===== src/rtl/multi_cycle_control.sv =====
// ============================================================================
// Module      : multi_cycle_control
// Description : Main control FSM for a multi-cycle MIPS-style datapath.
//               Sequences fetch/decode/execute/memory/write-back steps,
//               bounds every memory wait with TIMEOUT cycles, and keeps
//               sticky Illegal (bad opcode) and Mem_err (timeout) flags.
// Options     : MULTI_CYCLE_CONTROL_JAL_EN - when defined, opcode 000011
//               (jal) is decoded to JUMP and links PC into $31.
// Revision    : 1.0 - initial release
// ============================================================================
`default_nettype none

module multi_cycle_control #(
  parameter int TIMEOUT = 16
) (
  input  logic       clk,
  input  logic       rst,
  input  logic [5:0] OpCode,
  input  logic       Zero,
  input  logic       Mem_ready,
  output logic       PC_w,
  output logic       IorD,
  output logic       Mem_r,
  output logic       Mem_w,
  output logic       IR_w,
  output logic       Mem_to_reg,
  output logic       Reg_dst,
  output logic       Reg_w,
  output logic       ALU_src_A,
  output logic       Link,
  output logic [1:0] ALU_src_B,
  output logic [1:0] ALU_op,
  output logic [1:0] PC_src,
  output logic [3:0] State,
  output logic       Illegal,
  output logic       Mem_err
);

  localparam logic [3:0] S_FETCH     = 4'd0;
  localparam logic [3:0] S_DECODE    = 4'd1;
  localparam logic [3:0] S_MEM_ADDR  = 4'd2;
  localparam logic [3:0] S_MEM_READ  = 4'd3;
  localparam logic [3:0] S_MEM_WB    = 4'd4;
  localparam logic [3:0] S_MEM_WRITE = 4'd5;
  localparam logic [3:0] S_EXEC_R    = 4'd6;
  localparam logic [3:0] S_R_WB      = 4'd7;
  localparam logic [3:0] S_BRANCH    = 4'd8;
  localparam logic [3:0] S_JUMP      = 4'd9;
  localparam logic [3:0] S_EXEC_I    = 4'd10;
  localparam logic [3:0] S_I_WB      = 4'd11;

  localparam logic [5:0] OP_RTYPE = 6'b000000;
  localparam logic [5:0] OP_LW    = 6'b100011;
  localparam logic [5:0] OP_SW    = 6'b101011;
  localparam logic [5:0] OP_BEQ   = 6'b000100;
  localparam logic [5:0] OP_BNE   = 6'b000101;
  localparam logic [5:0] OP_J     = 6'b000010;
  localparam logic [5:0] OP_ADDIU = 6'b001001;
  localparam logic [5:0] OP_ORI   = 6'b001101;
`ifdef MULTI_CYCLE_CONTROL_JAL_EN
  localparam logic [5:0] OP_JAL   = 6'b000011;
`endif

  // Last wait-count value before a memory access is declared dead.
  localparam logic [7:0] CNT_LAST = 8'(TIMEOUT - 1);

  logic [3:0] state;
  logic [3:0] next_state;
  logic [7:0] count;
  logic [5:0] op_latched;
  logic       illegal_q;
  logic       mem_err_q;
  logic       decode_bad;
  logic       ready;
  logic       wait_state;
  logic       timeout;

  // Reset masks Mem_ready so outputs show idle FETCH values while held in reset.
  assign ready      = Mem_ready & ~rst;
  assign wait_state = (state == S_FETCH) || (state == S_MEM_READ) ||
                      (state == S_MEM_WRITE);
  assign timeout    = wait_state && !ready && (count == CNT_LAST);

  // Next-state selection; DECODE looks at the live opcode, later states at the latched copy.
  always_comb begin
    next_state = state;
    decode_bad = 1'b0;
    case (state)
      S_FETCH:     if (ready) next_state = S_DECODE;
      S_DECODE: begin
        case (OpCode)
          OP_RTYPE:         next_state = S_EXEC_R;
          OP_LW, OP_SW:     next_state = S_MEM_ADDR;
          OP_BEQ, OP_BNE:   next_state = S_BRANCH;
          OP_J:             next_state = S_JUMP;
`ifdef MULTI_CYCLE_CONTROL_JAL_EN
          OP_JAL:           next_state = S_JUMP;
`endif
          OP_ADDIU, OP_ORI: next_state = S_EXEC_I;
          default: begin
            next_state = S_FETCH;
            decode_bad = 1'b1;
          end
        endcase
      end
      S_MEM_ADDR:  next_state = (op_latched == OP_SW) ? S_MEM_WRITE :
                                (op_latched == OP_LW) ? S_MEM_READ  : S_FETCH;
      S_MEM_READ:  if (ready) next_state = S_MEM_WB;
      S_MEM_WRITE: if (ready) next_state = S_FETCH;
      S_MEM_WB:    next_state = S_FETCH;
      S_EXEC_R:    next_state = S_R_WB;
      S_R_WB:      next_state = S_FETCH;
      S_EXEC_I:    next_state = S_I_WB;
      S_I_WB:      next_state = S_FETCH;
      S_BRANCH:    next_state = S_FETCH;
      S_JUMP:      next_state = S_FETCH;
      default:     next_state = S_FETCH;
    endcase
  end

  // State, wait counter, opcode latch and sticky flags.
  always_ff @(posedge clk or posedge rst) begin
    if (rst) begin
      state      <= S_FETCH;
      count      <= 8'd0;
      op_latched <= 6'd0;
      illegal_q  <= 1'b0;
      mem_err_q  <= 1'b0;
    end else begin
      if (state == S_DECODE) begin
        op_latched <= OpCode;
        if (decode_bad) illegal_q <= 1'b1;
      end
      if (timeout) begin
        // Abandon the access; re-entering FETCH restarts the wait count.
        mem_err_q <= 1'b1;
        state     <= S_FETCH;
        count     <= 8'd0;
      end else begin
        state <= next_state;
        if (next_state != state)
          count <= 8'd0;
        else if (wait_state && !ready)
          count <= count + 8'd1;
      end
    end
  end

  // Datapath controls decoded from the current state; timeout drops memory strobes.
  always_comb begin
    PC_w       = 1'b0;
    IorD       = 1'b0;
    Mem_r      = 1'b0;
    Mem_w      = 1'b0;
    IR_w       = 1'b0;
    Mem_to_reg = 1'b0;
    Reg_dst    = 1'b0;
    Reg_w      = 1'b0;
    ALU_src_A  = 1'b0;
    Link       = 1'b0;
    ALU_src_B  = 2'b00;
    ALU_op     = 2'b00;
    PC_src     = 2'b00;
    case (state)
      S_FETCH: begin
        Mem_r     = ~timeout;
        ALU_src_B = 2'b01;
        if (ready) begin
          IR_w = 1'b1;
          PC_w = 1'b1;
        end
      end
      S_DECODE: ALU_src_B = 2'b11;
      S_MEM_ADDR: begin
        ALU_src_A = 1'b1;
        ALU_src_B = 2'b10;
      end
      S_MEM_READ: begin
        Mem_r = ~timeout;
        IorD  = 1'b1;
      end
      S_MEM_WRITE: begin
        Mem_w = ~timeout;
        IorD  = 1'b1;
      end
      S_MEM_WB: begin
        Reg_w      = 1'b1;
        Mem_to_reg = 1'b1;
      end
      S_EXEC_R: begin
        ALU_src_A = 1'b1;
        ALU_op    = 2'b10;
      end
      S_R_WB: begin
        Reg_w   = 1'b1;
        Reg_dst = 1'b1;
      end
      S_EXEC_I: begin
        ALU_src_A = 1'b1;
        ALU_src_B = 2'b10;
        ALU_op    = (op_latched == OP_ORI) ? 2'b11 : 2'b00;
      end
      S_I_WB: Reg_w = 1'b1;
      S_BRANCH: begin
        ALU_src_A = 1'b1;
        ALU_op    = 2'b01;
        PC_src    = 2'b01;
        PC_w      = ((op_latched == OP_BEQ) &&  Zero) ||
                    ((op_latched == OP_BNE) && !Zero);
      end
      S_JUMP: begin
        PC_src = 2'b10;
        PC_w   = 1'b1;
`ifdef MULTI_CYCLE_CONTROL_JAL_EN
        if (op_latched == OP_JAL) begin
          Reg_w = 1'b1;
          Link  = 1'b1;
        end
`endif
      end
      default: ;
    endcase
  end

  assign State   = state;
  assign Illegal = illegal_q;
  assign Mem_err = mem_err_q;

endmodule

`default_nettype wire

===== config.mk =====
export PLATFORM = sky130hd
export DESIGN_NAME = multi_cycle_control
export DESIGN_NICKNAME = d
export VERILOG_FILES = /design/src/rtl/multi_cycle_control.sv
export SDC_FILE = /design/constraint.sdc
export NUM_CORES = 1
export LEC_CHECK = 0
export CORE_MARGIN = 2
export CORE_UTILIZATION = 54
export DETAILED_ROUTE_END_ITERATION = 10
export PLACE_DENSITY_LB_ADDON = 0.12
export RECOVER_POWER = 50
export SETUP_SLACK_MARGIN = 0.5
export SYNTH_ARGS = -nofsm -noshare
export SYNTH_HDL_FRONTEND = slang
export SYNTH_SLANG_ARGS = --single-unit

===== constraint.sdc =====
create_clock -name clk -period 5.1 [get_ports clk]
set_input_delay 1.53 -clock clk [delete_from_list [all_inputs] [get_ports clk]]
set_output_delay 1.53 -clock clk [all_outputs]
set_load 0.02 [all_outputs]

==> flow_results.org <==
** Worst setup path
- In this run the critical register-to-register path is launched from State[2]$_DFF_PP0_.
- Worst EP required :: 3.57 ns
- For the worst flop-to-flop path, the logic depth is 10.
- Type of element capturing the critical path :: output pin
- The critical path is of the in2out type.
- Data arrival time of the critical path :: 3.19 ns
- STA classifies the critical path startpoint as a primary input.
- Terminus of the critical flop-to-flop path :: count[1]$_DFFE_PP0P_
- Register-to-register path setup slack :: 2.32 ns
- Of all nets on the critical path, the largest fanout is 6.

** Floorplan
- Measured along the x axis, the die boundary spans 55.7 µm.
- Standard-cell rows :: 18
- For this design the top-level I/O count stands at 32.
- Vertical die dimension :: 55.7 µm
- Once the floorplan was initialized, standard cells occupied 57.8% of the core.
- Core outline area :: 2500 µm²
- The floorplan step defined a die boundary enclosing 3110 µm².

** Hold path
- Hold Crit Start :: Illegal$_DFFE_PP0P_
- Path type of the worst min-delay path :: reg2reg
- The path with the worst hold slack has its endpoint at Illegal$_DFFE_PP0P_.
- Counting instances, the worst hold path has a depth of 1.

** Timing
- Hold Worst Slack :: 0.459 ns
- Final worst setup slack :: 0.383 ns
- Clk_skew :: 0.0106 ns
- At the pin with the least slew margin, the transition time is 0.768 ns.
- The clock period could shrink to 4.72 ns.
- Crit share post-route :: 92.5%
- Measured against its own limit, the worst slew margin works out to 48.8%.
- Peak Freq :: 212 MHz
- Setup violations remaining at the end of the flow were counted as 0.
- Setup repair after global routing could not meet its margin everywhere.
- Count of endpoints failing hold in the final timing report :: 0
- The number of slew-limit violations in the final report is 0.

** Global routing
- The first global-routing pass estimated 6.02 mm of wire.
- Global router's overall resource usage :: 24.2%
- The initial antenna violation count was 0.
- Summed over all layers, the global routing overflow is 0.
- Via count of the first global-routing pass :: 1337
- Maximum number of pins on one net before global-route repair :: 21

** Drt
- Vias after detailed routing :: 1415
- After the first detailed-routing iteration, the DRC count stood at 56.
- Antenna-violating nets left :: 0
- The pre-antenna-repair detailed-routing pass consisted of 4 iterations.
- Routed wire per std cell :: 15.0 µm
- Using the TritonRoute via totals, the vias-per-cell ratio works out to 5.80.
- Final routed wirelength across all metal layers :: 3.65 mm
- For this run, design rule violations remaining after detail routing come to 0.

** Cells and area
- Count of inserted antenna diode cells :: 0
- Core occupancy in the finished layout :: 77.4%
- Layout cells sized above 1 :: 22.0%
- In the layout the commonest cells are 22 x sky130_fd_sc_hd__nand2_1, 20 x sky130_fd_sc_hd__dfrtp_1, 18 x sky130_fd_sc_hd__nor2_1, 18 x sky130_fd_sc_hd__buf_4, 17 x sky130_fd_sc_hd__clkdlybuf4s50_1.
- Layout overhead on the synthesized area :: 33.9%
- Number of nets at the end of the flow :: 227
- After the flow finishes, the layout carries non-filler instances totaling 244.
- Counting the fill cells in the layout gives 184.
- Leaving out fill and tap cells, the most frequent cell in the layout is sky130_fd_sc_hd__nand2_1.

** Pwr
- Switch share :: 38.2%
- Power consumption :: 526 µW
- Cell internal power was estimated by the tool at 325 µW.
- For this design the total switching power over the nets is 201 µW.
- The share of total power dissipated in the clock network is 13.9%.
- Reported leakage power :: 0.822 nW
- In this run, flip-flops and latches consume 44.0% of the power.
- Combinational cell fraction of total power :: 42.1%
- For this design the ratio of total power to cell area is 272 nW/µm².
- Across the VDD grid, the largest voltage drop is 300 µV.

** Clocking
- For the worst-skew pair, the clock arrives at the later sink with an insertion delay of 0.30 ns.
- Hold repair after CTS inserted 0 buffers.
- No sink is reached through more buffers than the 2 on the longest clock path.
- Clock tree synthesis found a total of 20 sinks.
- TritonCTS clock tree :: done
- Clock tree synthesis selected as its root buffer the cell sky130_fd_sc_hd__clkbuf_4.
- Clock-pin slew was measured on the worst setup and hold paths at 0.11 ns.
- Number of CTS-inserted buffers :: 3
- Depth of the CTS H-tree :: 1

** Synth
- Yosys mapped the design onto 58 distinct sky130hd cell types.
- The number of nets handed over by synthesis was 179.
- Counting flops with an async set or reset pin after synthesis yields a share of 100%.
- Average cell area after synthesis :: 8.60 µm²
- Synth Register Bits :: 20
- In this run, synthesis inferred 0 flip-flops with an integrated enable.
- The cell area that synthesis handed to floorplanning was 1450 µm².
- Synthesis produced a netlist whose cell count is 168.
- Yosys warning count :: 0
- For this run, the leading register cell type out of synthesis is sky130_fd_sc_hd__dfrtp_1.
- Seq/Total Area, Yosys :: 34.6%

** Placement
- Final estimated routing congestion in global placement :: 0.944
- Number of I/O port buffers :: 30
- Summed over all nets, the half-perimeter wirelength after detailed placement is 2.65 mm.
- Pre-CTS setup slack :: -0.384 ns
- After detailed placement, the design holds a cell count of 237.

** Flow run
- Max-cap violations in this run came to 0.

** Outcome
- The flow ran to the end, and the final reports show no timing, DRC or antenna violations.
-- worst max path at each step --
| stage | end | startpoint | slack [ns] |
|---|---|---|---|
| 4_1_cts | Mem_r | OpCode[1] | 0.50 |
| 3_5_place_dp | Mem_r | OpCode[3] | -0.38 |
| 3_3_place_gp | Mem_r | OpCode[3] | -0.32 |
| 6_report | Mem_r | OpCode[2] | 0.38 |
| 5_1_grt | Mem_r | OpCode[2] | 0.27 |
| 2_1_floorplan | Mem_r | rst | 0.69 |
-- power by group through the flow --
| stage | clock, mW | sequential [mW] | combinational, mW |
|---|---|---|---|
| after floorplan | 0 | 0.222 | 0.140 |
| after global placement | 0 | 0.231 | 0.205 |
| after detailed placement | 0 | 0.233 | 0.209 |
| after CTS | 0.0758 | 0.230 | 0.218 |
| after global routing | 0.0825 | 0.238 | 0.242 |
| final | 0.0729 | 0.232 | 0.222 |
-- critical path: stages --
cell and delay, ns:
sky130_fd_sc_hd__clkbuf_1 0.17, sky130_fd_sc_hd__mux2i_2 0.21, sky130_fd_sc_hd__a2bb2oi_1 0.33, sky130_fd_sc_hd__o21bai_2 0.12, sky130_fd_sc_hd__a221oi_4 0.31, sky130_fd_sc_hd__nand4_1 0.14
sky130_fd_sc_hd__and4b_1 0.24, sky130_fd_sc_hd__buf_6 0.13
-- per-stage QoR --
stage	TNS, ns	area (µm²)
after global routing	0	1930
after global placement	-0.596	1870
after CTS	0	1950
after floorplan	0	1450
final	0	1930
after detailed placement	-0.722	1870
-- sequential cells by signal, summed over array words and instances, names as in the netlist --
name / count
op_latched: 6
Mem_err: 1
Illegal: 1
count: 8
State: 4
-- per-layer routing --
metal / vias up / GRT usage (%) / part of all wire (%) / wire length (µm)
met4: 0 / 10.8 / 1.9 / 69
li1: 692 / - / - / -
met5: - / 0 / 0 / 0
met2: 47 / 40.8 / 50 / 1820
met3: 8 / 3.26 / 4.3 / 157
met1: 668 / 30.8 / 44 / 1600
-- cell type report --
class,count,area [µm²],area share [%]
inverters,3,11.3,0.582
clock buffers,3,22.5,1.16
repair buffers,53,423,21.9
well taps,30,37.5,1.94
flip-flops and latches,20,500,25.9
multi-input cells,135,940,48.6
-- Yosys cell counts, types with 2 or more instances --
cell type | number | share of area (%)
sky130_fd_sc_hd__o21bai_1 | 3 | 1.6
sky130_fd_sc_hd__nor3b_1 | 2 | 1.0
sky130_fd_sc_hd__dfrtp_1 | 20 | 35
sky130_fd_sc_hd__buf_4 | 2 | 1.0
sky130_fd_sc_hd__o21a_1 | 3 | 1.6
sky130_fd_sc_hd__xor2_1 | 5 | 3.0
sky130_fd_sc_hd__clkbuf_1 | 3 | 0.78
sky130_fd_sc_hd__inv_1 | 3 | 0.78
sky130_fd_sc_hd__nor3_1 | 9 | 3.1
sky130_fd_sc_hd__nand2_1 | 22 | 5.7
sky130_fd_sc_hd__a21oi_1 | 5 | 1.7
sky130_fd_sc_hd__o21ai_0 | 2 | 0.69
sky130_fd_sc_hd__xnor2_1 | 4 | 2.4
sky130_fd_sc_hd__nor2_1 | 20 | 5.2
sky130_fd_sc_hd__nor2b_1 | 3 | 1.3
sky130_fd_sc_hd__a21o_1 | 2 | 1.0
sky130_fd_sc_hd__a211oi_1 | 2 | 1.0
sky130_fd_sc_hd__and2_1 | 2 | 0.87
sky130_fd_sc_hd__buf_2 | 3 | 1.0
sky130_fd_sc_hd__nand2b_1 | 9 | 3.9
sky130_fd_sc_hd__nand3_1 | 6 | 2.1
sky130_fd_sc_hd__nand4_1 | 2 | 0.87
-- kinds of logic (layout without fill, tap and decap cells) --
kind of cell	Yosys count	count (layout)	share of synthesized area (%)
AOI/OAI and AO/OA	30	30	17.1
xor gates and xnor gates	9	9	5.45
adders and majority gates	1	1	0.866
buffers and inverters	13	59	4.67
DFF	20	20	34.6
muxes	1	1	0.693
other	1	1	0.259
and+or+nand+nor	93	93	36.3
-- what timing repair did --
item | CTS | global route
gates resized for setup | 46 | 8
setup endpoints to repair | 4 | 2
buffers inserted | 2 | 2
pin swaps | 10 | 5
Note: power is estimated with default switching activity, not from simulation.
